### src/rtl/shared_out_arbiter_pkg.sv
// Shared types and decode helper for the shared-output arbiter and related blocks.
package shared_out_arbiter_pkg;

    localparam int CNT_W = 4;

    typedef enum logic {
        ST_IDLE  = 1'b0,
        ST_DRIVE = 1'b1
    } state_e;

    typedef enum logic [1:0] {
        CODE_CLR  = 2'b00,
        CODE_SET  = 2'b01,
        CODE_HOLD = 2'b10,
        CODE_TOG  = 2'b11
    } code_e;

    // Next value of the shared output for a winner's command code.
    function automatic logic decode_out(input logic [1:0] code, input logic cur);
        logic nxt;
        nxt = cur;
        case (code)
            CODE_CLR:  nxt = 1'b0;
            CODE_SET:  nxt = 1'b1;
            CODE_HOLD: nxt = cur;
            CODE_TOG:  nxt = ~cur;
            default:   nxt = cur;
        endcase
        return nxt;
    endfunction

endpackage

### src/rtl/shared_out_arbiter_if.sv
// Requester-side bundle of the shared-output arbiter: requests and codes in,
// grant and the shared output back.
interface shared_out_arbiter_if #(
    parameter int N_REQ  = 4,
    parameter int CODE_W = 2
);
    logic [N_REQ-1:0]        req;
    logic [N_REQ*CODE_W-1:0] code;
    logic [N_REQ-1:0]        grant;
    logic                    out;
    logic                    out_valid;
    logic                    busy;

    modport master (output req, code, input grant, out, out_valid, busy);
    modport slave  (input req, code, output grant, out, out_valid, busy);
endinterface

### src/rtl/shared_out_arbiter_rr_pick.sv
// Combinational round-robin picker: first set request at or above ptr, wrapping to 0.
module rr_pick #(
    parameter int N_REQ = 4,
    parameter int IDX_W = (N_REQ > 1) ? $clog2(N_REQ) : 1
) (
    input  logic [N_REQ-1:0] req,
    input  logic [IDX_W-1:0] ptr,
    output logic [N_REQ-1:0] pick,
    output logic [IDX_W-1:0] idx,
    output logic             any
);

    logic [IDX_W-1:0] cand;

    always_comb begin
        // NOTE: every output gets a default before the search so no path leaves a latch.
        pick = '0;
        idx  = '0;
        any  = 1'b0;
        cand = ptr;
        for (int k = 0; k < N_REQ; k++) begin
            if (!any && req[cand]) begin
                any       = 1'b1;
                idx       = cand;
                pick[cand] = 1'b1;
            end
            cand = (cand == IDX_W'(N_REQ - 1)) ? '0 : cand + IDX_W'(1);
        end
    end

endmodule

### src/rtl/shared_out_arbiter.sv
// Round-robin arbiter granting one requester at a time the shared registered
// output `out` for HOLD cycles; the winner's code is decoded once on entry.
module shared_out_arbiter
    import shared_out_arbiter_pkg::*;
#(
    parameter int N_REQ  = 4,
    parameter int CODE_W = 2,
    parameter int HOLD   = 3
) (
    input  logic                clk,
    input  logic                rst_n,
    shared_out_arbiter_if.slave bus
);

    localparam int IDX_W = (N_REQ > 1) ? $clog2(N_REQ) : 1;

    state_e           state_q, state_d;
    logic [N_REQ-1:0] grant_q, grant_d;
    logic             out_q, out_d;
    logic             out_valid_q, out_valid_d;
    logic [IDX_W-1:0] ptr_q, ptr_d;
    logic [IDX_W-1:0] win_q, win_d;
    logic [CNT_W-1:0] cnt_q, cnt_d;

    logic [N_REQ-1:0]  pick;
    logic [IDX_W-1:0]  pick_idx;
    logic              pick_any;
    logic [CODE_W-1:0] code_arr [N_REQ];

    for (genvar g = 0; g < N_REQ; g++) begin : g_code
        assign code_arr[g] = bus.code[g*CODE_W +: CODE_W];
    end

    rr_pick #(.N_REQ(N_REQ), .IDX_W(IDX_W)) u_rr_pick (
        .req  (bus.req),
        .ptr  (ptr_q),
        .pick (pick),
        .idx  (pick_idx),
        .any  (pick_any)
    );

    always_comb begin
        state_d     = state_q;
        grant_d     = grant_q;
        out_d       = out_q;
        out_valid_d = out_valid_q;
        ptr_d       = ptr_q;
        win_d       = win_q;
        cnt_d       = cnt_q;
        case (state_q)
            ST_IDLE: begin
                grant_d     = '0;
                out_valid_d = 1'b0;
                if (pick_any) begin
                    state_d     = ST_DRIVE;
                    grant_d     = pick;
                    win_d       = pick_idx;
                    // The winner's code is consumed here; later code changes cannot reach `out`.
                    out_d       = decode_out(code_arr[pick_idx], out_q);
                    out_valid_d = 1'b1;
                    cnt_d       = CNT_W'(HOLD - 1);
                end
            end
            ST_DRIVE: begin
                if (!bus.req[win_q] || cnt_q == '0) begin
                    state_d     = ST_IDLE;
                    grant_d     = '0;
                    out_valid_d = 1'b0;
                    ptr_d       = (win_q == IDX_W'(N_REQ - 1)) ? '0 : win_q + IDX_W'(1);
                end else begin
                    cnt_d = cnt_q - CNT_W'(1);
                end
            end
            default: begin
                state_d     = ST_IDLE;
                grant_d     = '0;
                out_valid_d = 1'b0;
            end
        endcase
    end

    // NOTE: reset is sampled on the clock edge, so it also overrides any request present that cycle.
    always_ff @(posedge clk) begin
        if (!rst_n) begin
            state_q     <= ST_IDLE;
            grant_q     <= '0;
            out_q       <= 1'b0;
            out_valid_q <= 1'b0;
            ptr_q       <= '0;
            win_q       <= '0;
            cnt_q       <= '0;
        end else begin
            // NOTE: non-blocking updates keep every flop reading pre-edge values of the others.
            state_q     <= state_d;
            grant_q     <= grant_d;
            out_q       <= out_d;
            out_valid_q <= out_valid_d;
            ptr_q       <= ptr_d;
            win_q       <= win_d;
            cnt_q       <= cnt_d;
        end
    end

    assign bus.grant     = grant_q;
    assign bus.out       = out_q;
    assign bus.out_valid = out_valid_q;
    assign bus.busy      = (state_q == ST_DRIVE);

endmodule

### src/flat_wrapper.sv
// flat-port wrapper written by rule: the top's interface ports become plain ports
module shared_out_arbiter_flat import shared_out_arbiter_pkg::*;
#(
    parameter int N_REQ  = 4,
    parameter int CODE_W = 2,
    parameter int HOLD   = 3
)
  (clk, rst_n, bus_req, bus_code, bus_grant, bus_out, bus_out_valid, bus_busy);
  shared_out_arbiter_if #(.N_REQ(N_REQ), .CODE_W(CODE_W)) bus_i ();
  input  logic clk;
  input  logic rst_n;
  input wire logic [$bits(bus_i.req)-1:0] bus_req;
  input wire logic [$bits(bus_i.code)-1:0] bus_code;
  output wire logic [$bits(bus_i.grant)-1:0] bus_grant;
  output wire logic [$bits(bus_i.out)-1:0] bus_out;
  output wire logic [$bits(bus_i.out_valid)-1:0] bus_out_valid;
  output wire logic [$bits(bus_i.busy)-1:0] bus_busy;
  assign bus_i.req = bus_req;
  assign bus_i.code = bus_code;
  assign bus_grant = bus_i.grant;
  assign bus_out = bus_i.out;
  assign bus_out_valid = bus_i.out_valid;
  assign bus_busy = bus_i.busy;
  shared_out_arbiter #(.N_REQ(N_REQ), .CODE_W(CODE_W), .HOLD(HOLD)) u_core (.clk(clk), .rst_n(rst_n), .bus(bus_i));
endmodule
### config.mk
export PLATFORM = sky130hd
export DESIGN_NAME = shared_out_arbiter_flat
export DESIGN_NICKNAME = d
export VERILOG_FILES = /design/src/rtl/shared_out_arbiter_pkg.sv /design/src/rtl/shared_out_arbiter_if.sv /design/src/rtl/shared_out_arbiter_rr_pick.sv /design/src/rtl/shared_out_arbiter.sv /design/src/flat_wrapper.sv
export SDC_FILE = /design/constraint.sdc
export NUM_CORES = 1
export LEC_CHECK = 0
export CAP_MARGIN = 30
export CELL_PAD_IN_SITES_DETAIL_PLACEMENT = 1
export CELL_PAD_IN_SITES_GLOBAL_PLACEMENT = 1
export CORE_UTILIZATION = 42
export CTS_CLUSTER_SIZE = 14
export DETAILED_ROUTE_END_ITERATION = 12
export DONT_BUFFER_PORTS = 1
export GPL_TIMING_DRIVEN = 0
export PLACE_DENSITY = 0.71
export SYNTH_ARGS = -nofsm -noshare
export SYNTH_HDL_FRONTEND = slang
export SYNTH_SLANG_ARGS = --single-unit
### constraint.sdc
create_clock -name clk -period 3 [get_ports clk]
set_clock_uncertainty 0.05 [all_clocks]
set_input_delay 0.9 -clock clk [delete_from_list [all_inputs] [get_ports clk]]
set_output_delay 0.9 -clock clk [all_outputs]
set_load 0.05 [all_outputs]
==> out/results.tsv <==
stage	metric	value	unit
worst_setup_path	critPathRequiredTime	3.11	ns
sta	max_slew_margin	0.6009	
detailed_routing	drtPass1Iterations	8	
sta	finalSetupTns	0	ns
sta	fin_crit	2.832	ns
detailed_routing	antenna_left	0	
sta	hold_violations	0	
global_route	grt_most_used_layer	met2	
final_layout	final_cell_area	1413	sq um
placed_design	post-place-ws	-0.1284	ns
logic_synthesis	ys.flop_type	dfxtp_1	
logic_synthesis	synth_area	1302	sq um
floorplanning	die_w	57.69	microns
sta	rsz0062_at_grt	false	
sta	max_freq	0.3531	GHz
floorplanning	die_h	57.69	microns
logic_synthesis	ys_ff_latch	15	
floorplanning	ios	21	
logic_synthesis	ys_seq_area_frac	0.2305	
sta	setup_violations	0	
logic_synthesis	synthTopCellsByCount	23 x nor2_1, 15 x dfxtp_1, 11 x a22oi_1, 9 x ha_1, 9 x inv_1	
worst_setup_path	reg2reg_slack	0.17	ns
run	max_cap_viol_count	0	
sta	fin_ws	0.1678	ns
power	vdd_drop_max	0.0002926	V
global_route	grt_pass1_vias	1098	
logic_synthesis	synth_cell_types	49	
logic_synthesis	avgSynthCellArea	8.626	sq um
worst_setup_path	r2r_end	u_core.bus.out	
floorplanning	start_util	0.4566	
clock_network	clkSinkCount	15	
power	finalPower	0.8168	mW
global_route	grtUsageMet1	0.2588	
worst_setup_path	cp-endpoint	u_core.bus.out	
global_route	grt_use_met3	0.04688	
detailed_routing	wl_per_cell	15.53	microns
clock_network	htreeDepth	1	
power	power_leakage	0.5571	nW
logic_synthesis	synth_edf_count	0	
placed_design	dpl.hpwl	2334	microns
global_route	grtUsageTotal	0.1959	
worst_setup_path	cp-start-kind	flip-flop	
worst_setup_path	crit_arrival	2.94	ns
detailed_routing	drt-total-wl	2904	microns
global_route	met2_usage	0.3289	
clock_network	hold_buffers	0	
logic_synthesis	yosysTopAreaCell	dfxtp_1	
logic_synthesis	synth_top_area_frac	0.2305	
clock_network	clkTransAtPathRegs	0.08	ns
detailed_routing	via_per_inst	5.872	
hold_path	hp-class	flip-flop to flip-flop	
placed_design	numPortBuffers	0	
placed_design	placed_cell_area	1341	sq um
detailed_routing	drc_errors	1	
global_route	grt_pass1_wl	5071	microns
worst_setup_path	worstSetupPathType	flip-flop to flip-flop	
power	powerDensity	578.2	nW/um^2
global_route	gr-total-overflow	0	
status	status	finished, violations left	
status	violations	design-rule violations	
final_layout	utilization	0.4952	
worst_setup_path	critPathMaxStageDelay	0.39	ns
worst_setup_path	crit_chain	buf_6 -> inv_1 -> ha_1 -> buf_4 -> mux2i_2 -> nand2_1 -> o221a_1 -> a2bb2oi_4 -> or2b_2 -> o22ai_2 -> xnor2_1 -> nor2_1	
placed_design	dp.cells	182	
logic_synthesis	yosysWarnings	0	
logic_synthesis	synth_most_common_cell	nor2_1	
worst_setup_path	path_max_fanout	10	
worst_setup_path	crit_slowest_cell	dfxtp_2	
clock_network	cts_tree	yes	
clock_network	clk_path_buf_depth	2	
placed_design	gp_congestion	0.8399	
floorplanning	core	2853	sq um
logic_synthesis	synthTopCellsByArea	dfxtp_1 23%, ha_1 8.6%, nor2_1 6.6%, a22oi_1 6.3%, mux2i_1 4.6%	
sta	holdWs	0.4799	ns
logic_synthesis	synth_cells	151	
clock_network	clockRootBuffer	clkbuf_4	
worst_setup_path	worstRegToRegCells	12	
final_layout	diodes	0	
logic_synthesis	async_flop_share	0	
floorplanning	num_rows	19	
worst_setup_path	crit_path_end_kind	flip-flop	
worst_setup_path	rr_startpoint	u_core.ptr_q[0]	
final_layout	drive_gt1_frac	0.2115	
floorplanning	dieArea	3328	sq um
global_route	grt_max_degree	11	
sta	period_share	0.9441	
global_route	antenna_found_initial	0	
clock_network	cts_buffers	3	
detailed_routing	vias	1098	
sta	tightest_slew	0.5979	ns
clock_network	insertion_delay	0.27	ns
sta	report.final.slew_viol_count	0	
final_layout	stdcell_count	187	
logic_synthesis	syn_nets	174	
final_layout	fin_nets	180	
worst_setup_path	crit_start	u_core.ptr_q[0]	
final_layout	area_growth	8.453	%
detailed_routing	drtIter0Drc	60	
==> worst min path at each step <==
stage,from,endpoint,slack (ns),cells past startpoint
6_report,u_core.cnt_q[3],u_core.cnt_q[3],0.48,2
5_1_grt,u_core.cnt_q[3],u_core.cnt_q[3],0.53,2
4_1_cts,u_core.cnt_q[3],u_core.cnt_q[3],0.50,2
3_5_place_dp,u_core.cnt_q[3],u_core.cnt_q[3],0.47,2
3_3_place_gp,u_core.cnt_q[3],u_core.cnt_q[3],0.45,2
2_1_floorplan,u_core.cnt_q[3],u_core.cnt_q[3],0.43,2
==> area by class of cell <==
type	count	area, sq um
Tap cell	31	38.79
Fill cell	347	1440
Timing Repair Buffer	1	7.507
Inverter	9	33.78
Sequential cell	15	301.5
Clock buffer	4	26.28
Multi-Input combinational cell	117	925.9
Buffer	10	78.83
==> where the power goes <==
group / total (mW) / switching (mW) / internal [mW]
registers: 0.308 / 0.0802 / 0.227
logic: 0.400 / 0.212 / 0.188
clock network: 0.109 / 0.0579 / 0.0515
==> cells in the final DEF, fill, tap and decap left out, types with 2 or more instances in the layout <==
master	Yosys	layout
nor2_1	23	23
dfxtp_1	15	14
a22oi_1	11	11
inv_1	9	9
ha_1	9	9
nand2_1	8	8
a21oi_1	7	6
o21ai_0	7	6
buf_4	3	5
nor3_1	4	4
nand2b_1	4	4
mux2i_1	6	4
clkbuf_4	0	3
mux4_2	2	2
clkbuf_2	0	2
clkbuf_1	3	2
o21bai_1	2	2
nand2b_2	2	2
xor2_1	2	2
o21a_1	2	2
a2bb2oi_4	1	2
nor2b_1	2	2
==> flip-flops by register name, indices dropped and copies added (netlist names) <==
name,cells
u_core.bus.out_valid,1
u_core.bus.grant,4
u_core.bus.busy,1
u_core.win_q,2
u_core.bus.out,1
u_core.cnt_q,4
u_core.ptr_q,2
==> per-layer routing <==
metal / routed length (microns) / part of all wire / vias up
li1: - / - / 549
met1: 1391 / 0.48 / 528
met2: 1378 / 0.47 / 19
met3: 118 / 0.041 / 2
met4: 16 / 0.0055 / 0
met5: 0 / 0 / -
==> repair_timing <==
item	in CTS	in global routing
gates resized for setup	1	12
endpoints found under the setup margin	1	11
setup buffers	1	0
pin swaps	1	2
==> kinds of logic (layout without fill, tap and decap cells) <==
logic type	Yosys count	in the layout	share of synthesized area
flip-flops	15	15	0.2305
AO/OA/AOI/OAI	42	42	0.2670
XOR/XNOR	3	3	0.02018
adder cells (fa/ha/maj)	9	9	0.08646
buffers and inverters	19	24	0.08260
AND/OR/NAND/NOR	52	52	0.2037
multiplexers	11	11	0.1095
==> worst max-delay path, delay by kind of cell, from the launching register on <==
kind | cells | cell delay [ns]
AO/OA/AOI/OAI | 3 | 0.63
XOR/XNOR | 1 | 0.14
adder cells (fa/ha/maj) | 1 | 0.30
buffers and inverters | 3 | 0.44
flip-flops | 1 | 0.39
multiplexers | 1 | 0.25
AND/OR/NAND/NOR | 3 | 0.51
No activity file was read; power rests on OpenSTA's default activity.
==> RTL edit: new RTL, config.mk and constraints unchanged <==
`CNT_W`: 4 -> 3.
--- a/src/rtl/shared_out_arbiter_pkg.sv
+++ b/src/rtl/shared_out_arbiter_pkg.sv
@@ -3,3 +3,3 @@
 
-    localparam int CNT_W = 4;
+    localparam int CNT_W = 3;
 
Formal check against the unedited RTL: no difference found for any inputs over 10 cycles, from zero or initial values and one cycle with rst_n low; that may be too few to reach the edited logic, so the function may still have changed.
==> RTL edit against the unedited design <==
  * Final cell count is 20% higher
  * Synthesized cell count is 7.9% higher
  * Setup slack worse by 0.16 ns
  * Die area is 1.8% higher
  * Wire length is 45% higher
  * Sequential power is 6% lower
  * Critical path depth is 2 lower
  * Sequential cell count is 1 lower
  * Combinational power is 35% higher
  * Total power is 14% higher
  * Cell area is 22% higher
  * Area after synthesis is 1.8% higher
  * Count of clock-buffer cells in the layout is 1 lower
  * Highest routed layer unchanged
==> RTL edit: results (changes against the unedited design) <==
Outcome
  • Status: finished clean (was complete, but fails checks)

Finish
  • Diode count: 0 (unchanged)
  • Share of layout cells above drive strength 1: 27.1% (was 21.2%)
  • Final net count: 206 (was 180)
  • Area of the multi-input gates: 1070 um^2 (was 926 um^2)
  • Largest register FFs: 4
  • Fill count: 371 (was 347)
  • Layout Cells excl Fill: 225 (was 187)

Route
  • Iteration count of the initial detailed-routing pass: 4 (was 8)
  • Initial DRC Count: 71 (was 60)
  • Wire per inst: 18.7 um (was 15.5 um)
  • Drt via density: 5.96 (was 5.87)

Synth
  • Syn Nets: 186 (was 174)
  • Largest cells by area after synthesis: dfxtp_1 (21%), ha_1 (8.5%), mux2i_1 (8.3%), nor2_1 (5.7%), a21oi_1 (4.5%) (was dfxtp_1 (23%), ha_1 (8.6%), nor2_1 (6.6%), a22oi_1 (6.3%), mux2i_1 (4.6%))
  • Syn avg cell area: 8.14 um^2 (was 8.63 um^2)
  • Synth cell types: 48 (was 49)
  • Most common library cells after synthesis: nor2_1 (20), dfxtp_1 (14), a21oi_1 (12), inv_1 (12), mux2i_1 (11) (was nor2_1 (23), dfxtp_1 (15), a22oi_1 (11))
  • Async SR Flop Fraction: 0% (unchanged)
  • Post-synthesis sequential area ratio: 21.1% (was 23.1%)
  • Yosys warns: 0 (unchanged)

Global route
  • Pin count of the biggest net entering global routing: 11 (unchanged)
  • First-pass GRT wire length: 6140 um (was 5070 um)
  • Initial antenna violation count: 0 (unchanged)
  • Tot GR Track Use: 24.0% (was 19.6%)
  • Vias in the first global route: 1271 (was 1098)

Setup path
  • Crit-path slowest cell: mux2i_1 (was dfxtp_2)
  • Crit path max-delay family: multiplexers (was compound AO/OA/AOI/OAI gates)
  • Crit-path max FO: 10 (unchanged)
  • Critical Path Max Stage Delay: 0.39 ns (about the same)
  • Critical path data arrival time: 3.11 ns (was 2.94 ns)

Power
  • Worst vdd ir: 0.000349 V (was 0.000293 V)
  • Leak: 0.701 nW (was 0.557 nW)

Place
  • GPL Wtd Cong: 0.772 (was 0.840)
  • Port Buffer Count: 0 (unchanged)
  • Final HPWL DP: 2820 um (was 2330 um)
  • Placed inst area: 1430 um^2 (was 1340 um^2)

Clock network
  • Clock root buffer: clkbuf_4 (unchanged)
  • Longest Clk Path Bufs: 2 (unchanged)
  • CTS buffer count: 3 (unchanged)
  • Htree depth: 1 (unchanged)
  • Reg clk slew, reported paths: 0.08 ns (about the same)
  • Clk_lat worst skew: 0.28 ns

Run
  • Max-cap violation count: 0 (unchanged)

STA
  • Max-slew headroom: 57.0% (was 60.1%)

Worst hold path
  • Worst min-delay path category: reg -> reg (unchanged)
RTL edit: cell types whose count changed after synthesis, sizes merged, moves of 4 or more:
cell    change
a211oi      +4
a21oi       +5
a22oi       -9
mux2i       +6
nand2b      -4
nor2        -4
RTL edit: timing repair:
action                     in CTS  in global routing
gates cloned                    0                  1
setup endpoints to repair       9                  1
pin swaps                       1                  3
gates resized for setup        21                 11
buffers inserted                3                 11
hold endpoints to repair        0                  0
RTL edit: worst reg2reg max path: cells and delay by family, from the launching register on:
kind,cells,cell delay [ns]
AO/OA/AOI/OAI,5,0.96
adder cells (fa/ha/maj),1,0.37
buffers and inverters,4,0.52
flip-flops,1,0.38
multiplexers,2,0.53
RTL edit: metrics by stage:
| step | hold slack, ns | setup slack, ns | power (mW) |
|---|---|---|---|
| after floorplan | 0.438 | -0.195 | 0.609 |
| after global placement | 0.470 | -0.488 | 0.673 |
| after detailed placement | 0.479 | -0.544 | 0.696 |
| after CTS | 0.498 | 0.0113 | 0.851 |
| after global routing | 0.554 | -0.0545 | 0.992 |
| final | 0.491 | 0.0104 | 0.935 |
RTL edit: kinds of logic after synthesis:
logic type / after synthesis / synth area share (%)
simple gates: 47 / 16.8
mux: 19 / 17.3
xor+xnor: 1 / 0.660
fa+ha+maj: 9 / 8.49
buf+inv: 23 / 7.64
compound gates: 50 / 28.0
flops: 14 / 21.1
RTL edit: worst paths after layout:
path,from,depth (start not counted),end,slack [ns]
setup reg to reg,u_core.ptr_q[1],12,u_core.bus.out,0.09
setup / recovery,bus_req[3],10,u_core.bus.out,0.01
hold / removal,u_core.cnt_q[1],2,u_core.cnt_q[1],0.49
hold reg to reg,u_core.cnt_q[1],2,u_core.cnt_q[1],0.49
RTL edit: routing by layer:
metal | vias up | global-route usage, % | wire length (um)
met5 | - | 0 | 0
met2 | 33 | 40.4 | 2000
met1 | 661 | 31.4 | 2010
met4 | 0 | 5.78 | 80
met3 | 6 | 4.69 | 131
li1 | 641 | - | -
RTL edit: report_power, final:
part           internal (mW)  switching (mW)
Clock                 0.0465          0.0556
Sequential             0.213          0.0775
Combinational          0.263           0.279
RTL edit: cell type report:
type	instances	share of cell area (%)
well taps	44	3.20
clock buffers	3	1.31
plain buffers	11	5.97
inverters	12	3.06
flip-flops and latches	14	16.8
multi-input cells	126	62.1
repair buffers	15	7.57
